==> src/rtl/matvec_mult_lanes.sv <==
// rtl/matvec_mult_lanes.sv - P-lane signed fixed-point matrix-vector multiplier (y = W*x)
// Optional macro ACC_SAT_EN: saturate results to DATA_W instead of wrapping.
module matvec_mult_lanes #(
  parameter int P           = 4,
  parameter int LENGTH_N    = 32,
  parameter int LENGTH_M    = 512,
  parameter int DATA_W      = 16,
  parameter int FRAC_BITS   = 8,
  parameter int ADDR_W_SIZE = 15,
  parameter int ADDR_X_SIZE = 12,
  parameter int ADDR_Y_SIZE = 12
) (
  input  logic                     clk,
  input  logic                     reset,
  input  logic [31:0]              ps_control,
  output logic [31:0]              pl_status,
  output logic [31:0]              state,
  output logic [P*ADDR_W_SIZE-1:0] bram_addr_W,
  input  logic [P*32-1:0]          bram_rddata_W,
  output logic [P*4-1:0]           bram_we_W,
  output logic [ADDR_X_SIZE-1:0]   bram_addr_x,
  input  logic [31:0]              bram_rddata_x,
  output logic [3:0]               bram_we_x,
  output logic [P*ADDR_Y_SIZE-1:0] bram_addr_y,
  output logic [P*32-1:0]          bram_wrdata_y,
  output logic [P*4-1:0]           bram_we_y
);

  localparam int GROUPS = LENGTH_M / P;
  localparam int PROD_W = 2 * DATA_W;
  localparam int ACC_W  = 2 * DATA_W + $clog2(LENGTH_N);
  localparam int J_W    = (LENGTH_N > 1) ? $clog2(LENGTH_N) : 1;
  localparam int G_W    = (GROUPS > 1) ? $clog2(GROUPS) : 1;
  localparam logic [J_W-1:0] J_LAST = J_W'(LENGTH_N - 1);
  localparam logic [G_W-1:0] G_LAST = G_W'(GROUPS - 1);

  if (P < 1 || P > 8) begin : g_bad_p
    $error("matvec_mult_lanes: P must be in 1..8");
  end
  if (LENGTH_M % P != 0) begin : g_bad_m
    $error("matvec_mult_lanes: LENGTH_M must be a multiple of P");
  end
  if (DATA_W < 2 || DATA_W > 32) begin : g_bad_dw
    $error("matvec_mult_lanes: DATA_W must be in 2..32");
  end

  typedef enum logic [2:0] {
    S_IDLE  = 3'd0,
    S_CLEAR = 3'd1,
    S_ISSUE = 3'd2,
    S_DRAIN = 3'd3,
    S_WRITE = 3'd4,
    S_DONE  = 3'd5
  } state_t;

  state_t   state_q, state_d;
  logic [J_W-1:0] j_q, j_d;
  logic [G_W-1:0] g_q, g_d;
  logic     drain_q, drain_d;
  logic     done_q, done_d;
  logic     aborted_q, aborted_d;
  logic     valid1_q, valid1_d;
  logic     valid2_q, valid2_d;
  logic signed [PROD_W-1:0] prod_q [P];
  logic signed [PROD_W-1:0] prod_d [P];
  logic signed [ACC_W-1:0]  acc_q  [P];
  logic signed [ACC_W-1:0]  acc_d  [P];

  logic start;
  assign start = ps_control[0];

  always_comb begin
    state_d   = state_q;
    j_d       = j_q;
    g_d       = g_q;
    drain_d   = drain_q;
    aborted_d = aborted_q;
    case (state_q)
      S_IDLE: begin
        j_d = '0;
        g_d = '0;
        if (start) begin
          state_d   = S_CLEAR;
          aborted_d = 1'b0;
        end
      end
      S_CLEAR: begin
        if (!start) begin
          state_d   = S_IDLE;
          aborted_d = 1'b1;
        end else begin
          state_d = S_ISSUE;
          j_d     = '0;
        end
      end
      S_ISSUE: begin
        if (!start) begin
          state_d   = S_IDLE;
          aborted_d = 1'b1;
        end else if (j_q == J_LAST) begin
          state_d = S_DRAIN;
          drain_d = 1'b0;
        end else begin
          j_d = j_q + J_W'(1);
        end
      end
      S_DRAIN: begin
        if (!start) begin
          state_d   = S_IDLE;
          aborted_d = 1'b1;
        end else if (drain_q) begin
          state_d = S_WRITE;
        end else begin
          drain_d = 1'b1;
        end
      end
      S_WRITE: begin
        // The write strobe is asserted for this whole cycle even if start drops.
        if (!start) begin
          state_d   = S_IDLE;
          aborted_d = 1'b1;
        end else if (g_q == G_LAST) begin
          state_d = S_DONE;
        end else begin
          g_d     = g_q + G_W'(1);
          state_d = S_CLEAR;
        end
      end
      S_DONE: begin
        if (!start) state_d = S_IDLE;
      end
      default: state_d = S_IDLE;
    endcase
    done_d = (state_d == S_DONE);
  end

  logic signed [DATA_W-1:0] x_s;
  logic signed [DATA_W-1:0] w_s [P];

  always_comb begin
    x_s      = bram_rddata_x[DATA_W-1:0];
    valid1_d = (state_q == S_ISSUE) && start;
    valid2_d = valid1_q;
    for (int p = 0; p < P; p++) begin
      w_s[p]    = bram_rddata_W[p*32 +: DATA_W];
      prod_d[p] = PROD_W'(w_s[p]) * PROD_W'(x_s);
      acc_d[p]  = acc_q[p];
      // Clearing in IDLE also discards products still in flight after an abort.
      if (state_q == S_IDLE || state_q == S_CLEAR) begin
        acc_d[p] = '0;
      end else if (valid2_q) begin
        acc_d[p] = acc_q[p] + ACC_W'(prod_q[p]);
      end
    end
  end

  always_ff @(posedge clk or negedge reset) begin
    if (!reset) begin
      state_q   <= S_IDLE;
      j_q       <= '0;
      g_q       <= '0;
      drain_q   <= 1'b0;
      done_q    <= 1'b0;
      aborted_q <= 1'b0;
      valid1_q  <= 1'b0;
      valid2_q  <= 1'b0;
      for (int p = 0; p < P; p++) begin
        prod_q[p] <= '0;
        acc_q[p]  <= '0;
      end
    end else begin
      state_q   <= state_d;
      j_q       <= j_d;
      g_q       <= g_d;
      drain_q   <= drain_d;
      done_q    <= done_d;
      aborted_q <= aborted_d;
      valid1_q  <= valid1_d;
      valid2_q  <= valid2_d;
      for (int p = 0; p < P; p++) begin
        prod_q[p] <= prod_d[p];
        acc_q[p]  <= acc_d[p];
      end
    end
  end

  logic [31:0] w_word;
  logic [31:0] x_word;
  logic [31:0] y_word;
  logic        we_y;

  always_comb begin
    w_word = 32'(g_q) * 32'(LENGTH_N) + 32'(j_q);
    x_word = 32'(j_q);
    y_word = 32'(g_q);
    we_y   = (state_q == S_WRITE);
  end

  assign state       = {29'b0, state_q};
  assign pl_status   = {30'b0, aborted_q, done_q};
  assign bram_addr_x = ADDR_X_SIZE'({x_word[29:0], 2'b00});
  assign bram_we_x   = 4'h0;
  assign bram_we_W   = '0;

  localparam logic signed [ACC_W-1:0] SAT_MAX = {{(ACC_W-DATA_W+1){1'b0}}, {(DATA_W-1){1'b1}}};
  localparam logic signed [ACC_W-1:0] SAT_MIN = {{(ACC_W-DATA_W+1){1'b1}}, {(DATA_W-1){1'b0}}};

  for (genvar p = 0; p < P; p++) begin : g_lane
    logic signed [ACC_W-1:0]  shifted;
    logic signed [DATA_W-1:0] res;

    always_comb begin
      shifted = acc_q[p] >>> FRAC_BITS;
`ifdef ACC_SAT_EN
      if (shifted > SAT_MAX) begin
        res = SAT_MAX[DATA_W-1:0];
      end else if (shifted < SAT_MIN) begin
        res = SAT_MIN[DATA_W-1:0];
      end else begin
        res = shifted[DATA_W-1:0];
      end
`else
      res = shifted[DATA_W-1:0];
`endif
    end

    assign bram_addr_W[p*ADDR_W_SIZE +: ADDR_W_SIZE] = ADDR_W_SIZE'({w_word[29:0], 2'b00});
    assign bram_addr_y[p*ADDR_Y_SIZE +: ADDR_Y_SIZE] = ADDR_Y_SIZE'({y_word[29:0], 2'b00});
    assign bram_wrdata_y[p*32 +: 32] = 32'(res);
    assign bram_we_y[p*4 +: 4]       = we_y ? 4'hF : 4'h0;

    logic unused_shift;
    assign unused_shift = ^shifted;
  end

  logic unused_inputs;
  assign unused_inputs = ^{ps_control, bram_rddata_W, bram_rddata_x, w_word, x_word, y_word,
                           SAT_MAX, SAT_MIN};

endmodule

==> config.mk <==
export PLATFORM = sky130hd
export DESIGN_NAME = matvec_mult_lanes
export DESIGN_NICKNAME = d
export VERILOG_FILES = /design/src/rtl/matvec_mult_lanes.sv
export SDC_FILE = /design/constraint.sdc
export NUM_CORES = 2
export LEC_CHECK = 0
export ABC_AREA = 1
export BUFFER_PORTS_ARGS = -buffer_cell sky130_fd_sc_hd__buf_2
export CAP_MARGIN = 40
export CORE_MARGIN = 2
export CORE_UTILIZATION = 55
export CTS_BUF_LIST = sky130_fd_sc_hd__clkbuf_4 sky130_fd_sc_hd__clkbuf_8
export DETAILED_ROUTE_END_ITERATION = 7
export PLACE_DENSITY_LB_ADDON = 0.25
export SETUP_SLACK_MARGIN = 0.4
export SLEW_MARGIN = 20
export SYNTH_ARGS = -nofsm -noshare
export SYNTH_HDL_FRONTEND = slang
export SYNTH_SLANG_ARGS = --single-unit
==> constraint.sdc <==
create_clock -name clk -period 6 [get_ports clk]
set_input_delay 1.2 -clock clk [delete_from_list [all_inputs] [get_ports clk]]
set_output_delay 1.2 -clock clk [all_outputs]
set_load 0.005 [all_outputs]
==> impl_metrics.tcl <==
set metrics [dict create \
    status "completed" \
    fillCellCount 7293 \
    global_route_overflow 0 \
    area.growth.synth_to_final_pct 15.9 \
    post_synthesis_cells 6247 \
    netlist.top_cell.by_area "sky130_fd_sc_hd__fa_1" \
    layout.nets 7982 \
    full_die_area_sq_um 87700 \
    synth-async-reset-ratio 1.00 \
    startpoint_type "input pin" \
    dr.first_iter.drc_count 2833 \
    worstSetupEndpointType "register" \
    worst_slew_pin_slew_ps 957 \
    placedInstanceArea_sq_um 51400 \
    first_pass_grt_wire_length_mm 193 \
    first_global_vias 39036 \
    worstSetupPathType "input pin to register" \
    top_level_ports 542 \
    multi_input_comb_area_sq_um 34400 \
    timing.max_slew.rel_slack 0.362 \
    synth_top_cells_by_area "sky130_fd_sc_hd__fa_1 32%, sky130_fd_sc_hd__inv_1 13%, sky130_fd_sc_hd__nand2_1 12%, sky130_fd_sc_hd__dfrtp_1 11%, sky130_fd_sc_hd__ha_1 10%" \
    timing.rr.start "state_q[2]" \
    final-setup-viol-count 0 \
    cts_inserted_buffers 39 \
    synthesis.area_per_instance_sq_um 7.51 \
    detail_route.drc_violations 0 \
    clk_pin_slew_worst_paths_ps 60 \
    tritoncts "done" \
    post-route-period-util 0.951 \
    cts-root-to-sink-buffers 3 \
    synth-edff-count 0 \
    synth_warnings 0 \
    die-height_um 296 \
    postSynthRegisterBits 212 \
    grt_start_max_net_pins 119 \
    fin_crit_ps 5710 \
    synth_commonest_cells "1589 x sky130_fd_sc_hd__inv_1, 1562 x sky130_fd_sc_hd__nand2_1, 752 x sky130_fd_sc_hd__fa_1" \
    share_of_cells_above_drive_strength_1 0.183 \
    cell_with_the_most_instances_after_synthesis "sky130_fd_sc_hd__inv_1" \
    yosys.cell_types.count 52 \
    detailedRoute.firstPassIterationCount 7 \
    ff2ff_setup_slack_ps 3210 \
    timing.critical_path.from "bram_rddata_x[15]" \
    worst_r2r_endpoint "acc_q[116]" \
    worst_reg2reg_path_depth 8 \
    crit_arrival_ps 6210 \
    critPathCapture "prod_q[23]" \
    clock-skew-final_ps 35.2 \
    fp.coreArea_sq_um 84900 \
    detail-route-antenna-nets 0 \
    gp_congestion 0.910 \
    detailroute.via_count 39455 \
    clock_insertion_delay_worst_skew_ps 640 \
    rsz_0062_raised_after_global_routing "yes" \
    hold_path_class "register to register" \
    cap_violations 0 \
    holdBufCountCts 0 \
    timing.final.hold_violations 0 \
    synthFlopType "sky130_fd_sc_hd__dfrtp_1" \
    synth_area_sq_um 46900 \
    worst_ep_required_time_ps 6510 \
    maxSlewViolCount 0 \
    num_rows 107 \
    detail_route.vias_per_cell 5.04 \
    cts.root.buffer_cell "sky130_fd_sc_hd__clkbuf_8" \
    dp.final_hpwl_mm 96.9 \
    wire_per_inst_um 16.3 \
    groute.usage.overall 0.273 \
    synth_top_cell_area_share 0.321 \
    cts.htree.levels 2 \
    initial_antenna_violation_count 19 \
    die_w_um 296 \
    cts_sinks 212 \
    worstPathMaxFanout 6 \
    floorplan.initialDensity 0.553 \
    synth.yosys.seq_area_share 0.113 \
    port_buffers 312 \
    post-route-cell-area_sq_um 54400 \
    max_clock_freq_ghz 0.175 \
    drt_wl_total_mm 128 \
    final-seq-area_sq_um 5310 \
]
## worst min-delay path by stage
stage                     slack [ps]  cells after the start       end  startpoint
after detailed placement         350                      0  valid2_q    valid1_q
after CTS                        350                      0  valid2_q    valid1_q
after floorplan                  330                      0  valid2_q    valid1_q
final                            350                      0  valid2_q    valid1_q
after global routing             370                      0  valid2_q    valid1_q
after global placement           340                      0  valid2_q    valid1_q
## critical path, cell delays in order
cell and delay, ps:
sky130_fd_sc_hd__buf_6 100, sky130_fd_sc_hd__clkinv_8 60, sky130_fd_sc_hd__buf_2 170, sky130_fd_sc_hd__or2_2 290, sky130_fd_sc_hd__fa_1 500, sky130_fd_sc_hd__inv_1 70
sky130_fd_sc_hd__fa_1 500, sky130_fd_sc_hd__inv_1 60, sky130_fd_sc_hd__fa_1 480, sky130_fd_sc_hd__inv_1 60, sky130_fd_sc_hd__fa_1 520, sky130_fd_sc_hd__fa_1 490
sky130_fd_sc_hd__inv_1 60, sky130_fd_sc_hd__fa_1 520, sky130_fd_sc_hd__inv_1 80, sky130_fd_sc_hd__ha_4 290, sky130_fd_sc_hd__nand2_1 80, sky130_fd_sc_hd__nor2_2 140
sky130_fd_sc_hd__nand2_1 70, sky130_fd_sc_hd__inv_1 90, sky130_fd_sc_hd__nand2_1 50, sky130_fd_sc_hd__nand2_1 70, sky130_fd_sc_hd__a31oi_2 50, sky130_fd_sc_hd__nand3_1 120
sky130_fd_sc_hd__nand2_2 80
## flip-flops by register name, summed over array words and instances (netlist names)
signal / flops
j_q: 5
valid1_q: 1
aborted_q: 1
bram_wrdata_y: 64
done_q: 1
valid2_q: 1
g_q: 7
drain_q: 1
state_q: 3
prod_q: 96
acc_q: 32
## area by class of cell
class,count,share of cell area
Tap cell,1144,0.0263
Timing Repair Buffer,789,0.118
Sequential cell,212,0.0976
Antenna cell,12,0.000552
Clock inverter,18,0.00262
Multi-Input combinational cell,4010,0.632
Inverter,1597,0.111
Clock buffer,53,0.0121
## routing by layer
layer / GRT usage / share of wire / vias up
met2: 0.444 / 0.45 / 1399
li1: - / - / 18704
met5: 0 / 0.00042 / -
met4: 0.0658 / 0.029 / 8
met3: 0.0322 / 0.084 / 221
met1: 0.391 / 0.43 / 19123
## cells by family (layout without fill, tap and decap cells)
family	count (synthesis)	in the layout	synth area share
xor gates and xnor gates	117	117	0.0218
adders and majority gates	1139	1139	0.424
DFF	212	212	0.113
buffers and inverters	2142	2457	0.199
AOI/OAI and AO/OA	525	525	0.0609
other	1	130	0.0000799
and+or+nand+nor	2111	2111	0.181
## cell usage in the layout, fill, tap and decap left out, types with 75 or more instances in the layout
| cell type | count |
|---|---|
| sky130_fd_sc_hd__a21oi_1 | 182 |
| sky130_fd_sc_hd__buf_2 | 282 |
| sky130_fd_sc_hd__buf_4 | 395 |
| sky130_fd_sc_hd__conb_1 | 118 |
| sky130_fd_sc_hd__dfrtp_1 | 212 |
| sky130_fd_sc_hd__fa_1 | 715 |
| sky130_fd_sc_hd__ha_1 | 331 |
| sky130_fd_sc_hd__inv_1 | 1551 |
| sky130_fd_sc_hd__nand2_1 | 1501 |
| sky130_fd_sc_hd__nand3_1 | 155 |
| sky130_fd_sc_hd__nor2_1 | 242 |
| sky130_fd_sc_hd__o21ai_0 | 161 |
| sky130_fd_sc_hd__xor2_1 | 75 |
## through the flow
step           setup slack (ps)   util  hold WS, ps  cells  setup TNS, ps
3_3_place_gp               -382  0.605          339   7686          -7610
3_5_place_dp               -366  0.605          349   7686         -10130
6_report                    295  0.641          355   7835              0
4_1_cts                     376  0.615          353   7757              0
5_1_grt                     175  0.640          366   7829              0
2_1_floorplan               152      -          331   6364              0
## timing repair
item,CTS,global route
setup buffers,0,31
resized for setup,6,289
pin swaps,4,146
cloned,0,34
setup endpoints to repair,8,44
Power is not shown: default switching activity piles up to over one toggle a cycle in this logic, so the estimate is an artifact.
